$ cat src/rtl/gray_step_monitor.sv
// Gray-code step monitor: decodes the upstream counter's Gray output and checks
// each sample for hold/+1 behaviour, reporting lock, step errors and wraps.
module gray_step_monitor #(
  parameter int SIZE        = 16,
  parameter int LOCK_CYCLES = 4,
  parameter int ERR_W       = 8,
  localparam int W          = (SIZE > 1) ? $clog2(SIZE) : 1
) (
  input  logic             clk,
  input  logic             reset,
  input  logic             step_en,
  input  logic [W-1:0]     gray_in,
  output logic [W-1:0]     bin_out,
  output logic             bin_valid,
  output logic             locked,
  output logic             step_err,
  output logic             wrap,
  output logic [ERR_W-1:0] err_count
);

  localparam int GW = (LOCK_CYCLES > 1) ? $clog2(LOCK_CYCLES + 1) : 1;
  localparam logic [W-1:0]     LAST_VAL  = W'(SIZE - 1);
  localparam logic [GW-1:0]    LOCK_LAST = GW'(LOCK_CYCLES - 1);
  localparam logic [ERR_W-1:0] ERR_MAX   = {ERR_W{1'b1}};

  typedef enum logic [1:0] {
    ST_ACQ    = 2'd0,
    ST_VERIFY = 2'd1,
    ST_LOCKED = 2'd2
  } state_t;

  state_t          state_r;
  logic [W-1:0]    ref_r;
  logic [GW-1:0]   good_cnt_r;
  logic            en_q_r;

  logic [W-1:0]    decoded_s;
  logic            in_range_s;
  logic            at_last_s;
  logic [W-1:0]    exp_s;
  logic            match_s;
  logic [ERR_W-1:0] err_next_s;

  // Gray to binary: each binary bit is the XOR of all Gray bits at or above it.
  function automatic logic [W-1:0] gray_to_bin(input logic [W-1:0] g);
    logic [W-1:0] b;
    b[W-1] = g[W-1];
    for (int i = W - 2; i >= 0; i--) begin
      b[i] = b[i+1] ^ g[i];
    end
    return b;
  endfunction

  // Decode, range check and expected-value comparison for the current sample.
  always_comb begin
    decoded_s  = gray_to_bin(gray_in);
    in_range_s = (32'(decoded_s) < 32'(SIZE));
    at_last_s  = (ref_r == LAST_VAL);
    exp_s      = ref_r;
    if (en_q_r) begin
      if (at_last_s) begin
        exp_s = {W{1'b0}};
      end else begin
        exp_s = ref_r + W'(1);
      end
    end else begin
      exp_s = ref_r;
    end
    match_s = in_range_s && (decoded_s == exp_s);
    if (err_count != ERR_MAX) begin
      err_next_s = err_count + ERR_W'(1);
    end else begin
      err_next_s = err_count;
    end
  end

  // Sequence-tracking FSM with all status outputs registered alongside it.
  always_ff @(posedge clk) begin
    if (reset) begin
      state_r    <= ST_ACQ;
      ref_r      <= {W{1'b0}};
      good_cnt_r <= {GW{1'b0}};
      en_q_r     <= 1'b0;
      bin_out    <= {W{1'b0}};
      bin_valid  <= 1'b0;
      locked     <= 1'b0;
      step_err   <= 1'b0;
      wrap       <= 1'b0;
      err_count  <= {ERR_W{1'b0}};
    end else begin
      en_q_r    <= step_en;
      bin_out   <= decoded_s;
      bin_valid <= in_range_s;
      case (state_r)
        ST_ACQ: begin
          step_err   <= 1'b0;
          wrap       <= 1'b0;
          locked     <= 1'b0;
          good_cnt_r <= {GW{1'b0}};
          if (in_range_s) begin
            ref_r   <= decoded_s;
            state_r <= ST_VERIFY;
          end else begin
            state_r <= ST_ACQ;
          end
        end
        ST_VERIFY, ST_LOCKED: begin
          ref_r <= decoded_s;
          if (match_s) begin
            step_err <= 1'b0;
            wrap     <= en_q_r && at_last_s;
            if (state_r == ST_LOCKED) begin
              locked  <= 1'b1;
              state_r <= ST_LOCKED;
            end else if (good_cnt_r == LOCK_LAST) begin
              good_cnt_r <= {GW{1'b0}};
              locked     <= 1'b1;
              state_r    <= ST_LOCKED;
            end else begin
              good_cnt_r <= good_cnt_r + GW'(1);
              locked     <= 1'b0;
              state_r    <= ST_VERIFY;
            end
          end else begin
            // Resync to the observed value; a code outside the range forces reacquisition.
            step_err   <= 1'b1;
            wrap       <= 1'b0;
            locked     <= 1'b0;
            good_cnt_r <= {GW{1'b0}};
            err_count  <= err_next_s;
            if (in_range_s) begin
              state_r <= ST_VERIFY;
            end else begin
              state_r <= ST_ACQ;
            end
          end
        end
        default: begin
          state_r    <= ST_ACQ;
          good_cnt_r <= {GW{1'b0}};
          step_err   <= 1'b0;
          wrap       <= 1'b0;
          locked     <= 1'b0;
        end
      endcase
    end
  end

endmodule
$ cat config.mk
export PLATFORM = sky130hd
export DESIGN_NAME = gray_step_monitor
export DESIGN_NICKNAME = d
export VERILOG_FILES = /design/src/rtl/gray_step_monitor.sv
export SDC_FILE = /design/constraint.sdc
export NUM_CORES = 1
export LEC_CHECK = 0
export BUFFER_PORTS_ARGS = -buffer_cell sky130_fd_sc_hd__buf_4
export CORE_UTILIZATION = 47
export CTS_CLUSTER_SIZE = 30
export DETAILED_ROUTE_END_ITERATION = 8
export MAX_ROUTING_LAYER = met4
export PLACE_DENSITY = 0.69
export REMOVE_ABC_BUFFERS = 1
export SETUP_SLACK_MARGIN = 0.3
export SLEW_MARGIN = 20
export SYNTH_ARGS = -nofsm -noshare
export SYNTH_HDL_FRONTEND = slang
export SYNTH_SLANG_ARGS = --single-unit
export TNS_END_PERCENT = 50
$ cat constraint.sdc
create_clock -name clk -period 2.7 [get_ports clk]
set_clock_uncertainty 0.15 [all_clocks]
set_input_delay 0.54 -clock clk [delete_from_list [all_inputs] [get_ports clk]]
set_output_delay 0.54 -clock clk [all_outputs]
set_load 0.02 [all_outputs]
# Word-level counts from Yosys, hierarchy flattened
# Cells that the tools add are included.
[op_classes]
n_addsub = 3
n_eq_ne = 6
n_mux = 11
n_bitwise = 5
reduce_logical = 7
[ops]
columns = ["cell", "count"]
rows = [
  ["$add A8 B1 Y8 const B", 1],
  ["$mux W4", 2],
  ["$ne A8 B8 Y1 const B", 1],
  ["$mux W2", 3],
  ["$reduce_or A3 Y1", 2],
  ["$add A4 B1 Y4 const B", 1],
  ["$eq A4 B4 Y1", 1],
  ["$eq A4 B4 Y1 const B", 1],
  ["$mux W1", 4],
  ["$pmux W2 S2", 1],
  ["$reduce_or A2 Y1", 2],
  ["$add A3 B1 Y3 const B", 1],
  ["$eq A3 B2 Y1 const B", 1],
  ["$mux W3", 1],
  ["$reduce_and A3 Y1", 1],
  ["$xor A1 B1 Y1", 3],
  ["$eq A2 B1 Y1 const B", 1],
  ["$eq A2 B2 Y1 const B", 1],
  ["$logic_not A2 Y1", 1],
  ["$not A1 Y1", 2],
  ["$logic_and A1 B1 Y1", 1],
]
[word_totals]
ff_bits = 26
input_bits = 7
output_inout_bits = 16
wordCells = 42

# Longest topological paths before layout
# Gate-level depths: netlist of run 1.
[depth]
depth_word = 6
ltp_mapped = 8
ltp_nobuf = 7

# Least setup slack after synthesis of run 1
# Ideal clock, no wire load.
[synth_timing]
path_type = "input-to-reg"
start = "in gray_in[3]"
end = "reg err_count[0]"
setup_time_ps = 121
t_arrival_ps = 2118
required_ps = 2429
setup_slack_ps = 311
stages = 6
n_path_buf = 0
path_cell_list = "xnor3_2 -> xor2_2 -> xor2_1 -> nor4b_4 -> nor2_1 -> mux2_2"
[synth_between]
elab_chain_cells = 6
[synth_lines]
columns = ["element", "line_no", "rtl"]
rows = [
  ["start, declared", "12", "input logic [W-1:0] gray_in,"],
  ["$xor A1 B1 Y1 (3 in series)", "49", "b[i] = b[i+1] ^ g[i];"],
  ["$eq A4 B4 Y1 *", "69", "match_s = in_range_s && (decoded_s == exp_s);"],
  ["$not A1 Y1 (no line) *", "n/a", ""],
  ["$reduce_and A3 Y1 (no line) *", "n/a", ""],
  ["end signal, assigned", "89", "err_count <= {ERR_W{1'b0}};"],
  ["end signal, assigned", "130", "err_count <= err_next_s;"],
  ["end, declared", "18", "output logic [ERR_W-1:0] err_count"],
]
# Every way passes the cells marked *; elsewhere a longest branch is shown, timed or not.
# A chain may end at the register's enable or synchronous reset.

# Worst setup path after layout of run 1
[layout_timing]
start = "in gray_in[2]"
end = "reg err_count[7]"
[layout_between]
elab_chain_cells = 6
[layout_lines]
columns = ["element", "line_no"]
rows = [
  ["$xor A1 B1 Y1 *", "49"],
  ["$xor A1 B1 Y1 (2 in series)", "49"],
  ["$eq A4 B4 Y1 *", "69"],
  ["$not A1 Y1 (no line) *", "n/a"],
  ["$reduce_and A3 Y1 (no line) *", "n/a"],
]
# Marks and branches as above.

==> flow_metrics.py, run 1 <==
metrics = {
    "run_status": {
        "outcome": "finished, final reports clean",
    },
    "clocking": {
        "clock_latency_ns": 0.31,
        "cts_inserted_buffers": 3,
        "clkSlewWorstSetupHoldPaths_ns": 0.13,
        "h-tree-depth": 1,
        "cts_num_sinks": 26,
        "clock_path_buffers": 2,
        "clock-root-buffer": "clkbuf_4",
        "cts_hold_buf": 0,
        "cts_tree": "done",
    },
    "drt": {
        "vias": 987,
        "drtPass1Iterations": 4,
        "drtAntennaViolNets": 0,
        "drc": 0,
        "drt-initial-drc-count": 14,
        "wirelength_mm": 2.18,
        "viasPerCell": 5.39,
        "wl_per_cell_um": 11.9,
    },
    "yosys": {
        "ys_warn_count": 0,
        "synth_top_family_by_area": "simple AND/OR/NAND/NOR gates",
        "synth_edf_count": 0,
        "synth_cells": 128,
        "synthAdderAreaFrac_pct": 6.12,
        "synth_simple_gate_area_share_pct": 24.9,
        "synth-main-ff-cell": "dfxtp_1",
        "syn_avg_cell_area_um2": 9.58,
        "synth.distinct_cells": 37,
        "synth_compound_area_share_pct": 10.7,
        "seq_area_frac_synth_pct": 42.4,
        "synth_xor_area_share_pct": 7.35,
        "synthMuxAreaShare_pct": 5.10,
        "syn_area_mm2": 0.00123,
        "async_flop_share_pct": 0,
        "ys_ff_latch": 26,
    },
    "global_route": {
        "grt_remaining_overflow": 0,
        "grt_max_degree": 22,
        "gr-usage-met3_pct": 6.90,
        "grt_pass1_vias": 844,
        "antenna_found_initial": 0,
        "grt_busiest_layer": "met2",
        "grt_usage_pct": 17.7,
        "use_met1_pct": 21.2,
        "grt_first_pass_wirelength_mm": 3.54,
        "met2_usage_pct": 27.8,
    },
    "floorplanning": {
        "die_h_um": 53.1,
        "dieArea_mm2": 0.00282,
        "die_w_um": 53.1,
        "io_pins": 23,
        "start_util_pct": 49.5,
        "core-area_mm2": 0.00248,
        "row_count": 18,
    },
    "placed_design": {
        "placed_cells": 179,
        "pre_cts_ws_ns": 0.00263,
        "dpl-instance-area_mm2": 0.00143,
        "gp_congestion": 0.757,
        "io_buffers": 22,
        "dpl.hpwl_mm": 1.59,
    },
    "worst_setup_path": {
        "worstPathRequired_ns": 2.82,
        "endpoint_kind": "flip-flop",
        "cp_max_fo": 15,
        "arrival_ns": 2.42,
        "criticalPathCategory": "in2reg",
        "start_kind": "input port",
    },
    "power_and_ir_drop": {
        "leakagePower_nw": 0.604,
        "swShare_pct": 27.4,
        "switchingPower_mw": 0.202,
        "powerDensity_mw_per_mm2": 500,
        "irDropWorstVdd_mv": 0.535,
        "clock_power_share_pct": 21.5,
        "finalPower_mw": 0.736,
        "combPwrFrac_pct": 21.4,
        "power_frac_seq_pct": 57.1,
        "intPower_mw": 0.534,
    },
    "flow_run": {
        "maxCapViolations": 0,
    },
    "cells_and_area": {
        "layout_common_cells": "buf_4 (25), dfxtp_1 (24), nor2_1 (19), a21oi_1 (9), nor2b_1 (7)",
        "drive_gt1_share_pct": 28.1,
        "fin_cells": 183,
        "finish.utilization_pct": 59.4,
        "antenna_cells": 0,
        "post-route-cell-area_mm2": 0.00147,
        "n_fill_cell": 229,
        "layout_commonest_cell": "buf_4",
        "syn_to_final_growth_pct": 20.0,
        "nNetsFinal": 168,
    },
    "sta": {
        "holdWs_ns": 0.301,
        "final.min_clock_period_ns": 2.31,
        "tightest_slew_ns": 0.498,
        "period_share_pct": 85.5,
        "setup_viol": 0,
        "slew_headroom_pct": 66.6,
        "fmax_mhz": 433,
        "finalSetupTns_ns": 0,
        "slew_violations": 0,
        "hold_viol": 0,
        "final.setup.worst_slack_ns": 0.391,
        "rsz0062_at_grt": "no",
    },
    "hold_path": {
        "hp-class": "in2reg",
    },
}
==> state kept, by name, summed over array words and instances (netlist names) <==
register and flops:
bin_out 4, bin_valid 1, en_q_r 1, err_count 8, good_cnt_r 3, locked 1, ref_r 4, state_r 2
step_err 1, wrap 1
==> power groups by stage <==
stage / clock network (mW) / registers, mW / logic [mW]
6_report: 0.158 / 0.420 / 0.157
5_1_grt: 0.178 / 0.424 / 0.172
4_1_cts: 0.160 / 0.419 / 0.153
3_5_place_dp: 0 / 0.427 / 0.152
3_3_place_gp: 0 / 0.427 / 0.148
2_1_floorplan: 0 / 0.439 / 0.0857
==> what timing repair did <==
action,4_1_cts,5_1_grt
setup buffers,0,1
setup endpoints to repair,0,5
gates resized for setup,0,5
==> kinds of logic after synthesis <==
kind of cell | after synthesis
flops | 26
mux | 6
buf+inv | 9
xor+xnor | 6
compound gates | 21
simple gates | 54
fa+ha+maj | 6
==> worst max-delay path, stage by stage <==
cell     delay, ns
buf_4         0.13
xnor3_2       0.41
xor2_2        0.21
xor2_1        0.24
nor4b_4       0.08
buf_6         0.16
or4_1         0.52
a21oi_2       0.14
==> per-layer routing <==
metal | up-vias | share of wire, %
met5 | - | 0
met4 | 0 | 0.55
met3 | 2 | 4.6
met2 | 20 | 47
met1 | 468 | 48
li1 | 497 | -
==> layout make-up <==
class | count | area, um2 | share of cell area (%)
tap | 30 | 37.5 | 2.55
inverter | 5 | 18.8 | 1.28
timing repair buffer | 26 | 199 | 13.5
sequential | 26 | 523 | 35.5
clock buffer | 3 | 22.5 | 1.53
multi-input combinational | 93 | 671 | 45.6
==> cell usage after synthesis (2+ instances only) <==
library cell,count,share of area [%]
or2_2,3,1.5
a21oi_1,10,4.1
mux2i_1,4,3.3
inv_1,5,1.5
o31ai_1,4,2.4
nand3_1,5,2.0
nand2_1,6,1.8
mux2_2,2,1.8
xor2_1,2,1.4
nor3b_1,2,1.2
nor3_1,2,0.82
nor2_1,19,5.8
clkbuf_1,2,0.61
nor2b_1,7,3.6
ha_1,6,6.1
dfxtp_1,26,42
or4_1,3,1.8
==> worst paths after layout <==
kind                      start       endpoint  slack (ns)  cells past startpoint
setup / recovery     gray_in[2]   err_count[7]        0.39                      8
hold / removal          step_en         en_q_r        0.30                      2
setup reg to reg     state_r[1]   err_count[5]        0.44                      6
hold reg to reg   good_cnt_r[2]  good_cnt_r[2]        0.32                      2
Power figures use the tool's default switching activity.
==> inputs of run 2 (changes only) <==
- CTS_CLUSTER_SIZE: 30 -> not set
- RECOVER_POWER: not set -> 100
==> run 2 against run 1 <==
Compared with the run above:
- combinational power down 9.6%
- count of clock-buffer cells in the layout is the same
- setup slack worse by 0.065 ns
- sequential share of layout area up 2.3 points
- die area is the same
- clock power hardly changed
- sequential power about the same
- final cell count unchanged
- critical endpoint is now err_count[6]
- largest cell class unchanged
==> flow_metrics.py, run 2 (same netlist as run 1, synthesis figures left out) <==
metrics = {
    "global_route": {
        "grt_usage_pct": 17.7,
        "grt_first_pass_wirelength_mm": 3.54,
        "grt_pass1_vias": 844,
        "antenna_found_initial": 0,
        "grt_remaining_overflow": 0,
        "grt_max_degree": 22,
    },
    "worst_setup_path": {
        "endpoint_kind": "flip-flop",
        "crit_chain": "clkbuf_4 -> xnor3_1 -> xor2_1 -> xor2_1 -> nor4b_4 -> buf_6 -> or4_1 -> a21oi_1",
        "arrival_ns": 2.47,
        "cpPeakStageDelay_ns": 0.50,
        "criticalPathCategory": "in2reg",
        "cp_max_fo": 15,
        "cp_common_cell": "xor2_1",
        "worstReg2RegStart": "en_q_r",
        "slowest_stage": "or4_1",
        "startpoint": "gray_in[1]",
        "start_kind": "input port",
        "worstPathRequired_ns": 2.79,
    },
    "cells_and_area": {
        "largestRegisters": "err_count (8), bin_out (4), ref_r (4)",
        "seqCellArea_um2": 523,
        "top_register": "err_count",
        "drive_gt1_share_pct": 14.4,
        "largest_reg_flops": 8,
        "layout_common_cells": "dfxtp_1 (24), nor2_1 (19), clkbuf_1 (17), a21oi_1 (10)",
        "multi_input_area_um2": 646,
        "antenna_cells": 0,
        "nNetsFinal": 168,
        "n_fill_cell": 247,
        "fin_cells": 183,
        "layout_commonest_cell": "dfxtp_1",
        "post-route-cell-area_mm2": 0.00138,
        "syn_to_final_growth_pct": 12.8,
    },
    "drt": {
        "wl_per_cell_um": 11.9,
        "drtPass1Iterations": 4,
        "drc": 0,
        "vias": 996,
        "viasPerCell": 5.44,
        "drt-initial-drc-count": 18,
        "drtAntennaViolNets": 0,
        "wirelength_mm": 2.18,
    },
    "hold_path": {
        "hp-class": "in2reg",
        "hold_start": "step_en",
    },
    "placed_design": {
        "placed_cells": 179,
        "dpl-instance-area_mm2": 0.00143,
        "dpl.hpwl_mm": 1.59,
        "io_buffers": 22,
        "pre_cts_ws_ns": 0.00263,
        "gp_congestion": 0.757,
    },
    "power_and_ir_drop": {
        "irDropWorstVdd_mv": 0.531,
        "power_frac_seq_pct": 58.4,
        "leakagePower_nw": 0.532,
        "powerDensity_mw_per_mm2": 520,
        "combPwrFrac_pct": 19.8,
        "swShare_pct": 27.4,
        "clock_power_share_pct": 21.9,
        "finalPower_mw": 0.719,
        "switchingPower_mw": 0.197,
        "intPower_mw": 0.522,
    },
    "sta": {
        "finalSetupTns_ns": 0,
        "final.min_clock_period_ns": 2.37,
        "fmax_mhz": 421,
        "setup_viol": 0,
        "final.setup.worst_slack_ns": 0.326,
        "slew_violations": 0,
        "rsz0062_at_grt": "no",
        "hold_viol": 0,
        "slew_headroom_pct": 42.2,
        "period_share_pct": 87.9,
        "tightest_slew_ns": 0.867,
    },
    "floorplanning": {
        "core-area_mm2": 0.00248,
        "die_w_um": 53.1,
        "die_h_um": 53.1,
        "io_pins": 23,
        "start_util_pct": 49.5,
        "row_count": 18,
        "dieArea_mm2": 0.00282,
    },
    "clocking": {
        "clock_latency_ns": 0.31,
        "h-tree-depth": 1,
        "clock-root-buffer": "clkbuf_4",
        "cts_num_sinks": 26,
        "cts_inserted_buffers": 3,
        "cts_tree": "done",
        "clkSlewWorstSetupHoldPaths_ns": 0.12,
        "clock_path_buffers": 2,
    },
    "run_status": {
        "outcome": "finished, final reports clean",
    },
    "flow_run": {
        "maxCapViolations": 0,
    },
}
[run 2: cell types whose count changed in the layout (fill, tap and decap cells not counted), sizes merged]
cell    previous run  this run
buf               26         8
clkbuf             3        21
[run 2: power groups by stage]
stage	clock [mW]	sequential, mW	combinational, mW
after CTS	0.160	0.419	0.153
final	0.157	0.420	0.142
after floorplan	0	0.439	0.0857
after global routing	0.178	0.423	0.157
after global placement	0	0.427	0.148
after detailed placement	0	0.427	0.152
[run 2: path summary, 6_finish.rpt]
check                  endpoint  slack, ns  cells past startpoint
setup / recovery   err_count[6]       0.33                      8
hold / removal           en_q_r       0.30                      2
setup reg to reg   err_count[6]       0.47                      7
hold reg to reg   good_cnt_r[2]       0.32                      2
[run 2: metrics by stage]
| step | hold slack [ns] | utilization (%) |
|---|---|---|
| 6_report | 0.300 | 55.8 |
| 5_1_grt | 0.283 | 55.8 |
| 4_1_cts | 0.302 | 58.6 |
| 3_5_place_dp | 0.302 | 57.7 |
| 3_3_place_gp | 0.300 | 57.7 |
| 2_1_floorplan | 0.283 | - |
[run 2: repair_timing]
action,4_1_cts,5_1_grt
hold buffers,0,0
resized for setup,0,5
setup buffers,0,1
setup endpoints to repair,0,5
[run 2: final cells by class]
type / instances / share of cell area (%)
tap: 30 / 2.71
multi-input combinational: 93 / 46.7
timing repair buffer: 26 / 9.77
sequential: 26 / 37.8
clock buffer: 3 / 1.63
inverter: 5 / 1.36
[run 2: critical path: cells and delay by family]
family	cells	cell delay (ns)
buf+inv	2	0.25
simple gates	2	0.58
compound gates	1	0.14
xor+xnor	3	0.95
[run 2: layer usage]
metal  global-route usage, %  up-vias  share of wire [%]
met3                    6.90        2                5.1
met2                    27.8       26                 47
met5                       -        -                  0
met4                    4.39        0               0.55
met1                    21.2      469                 47
li1                        -      499                  -
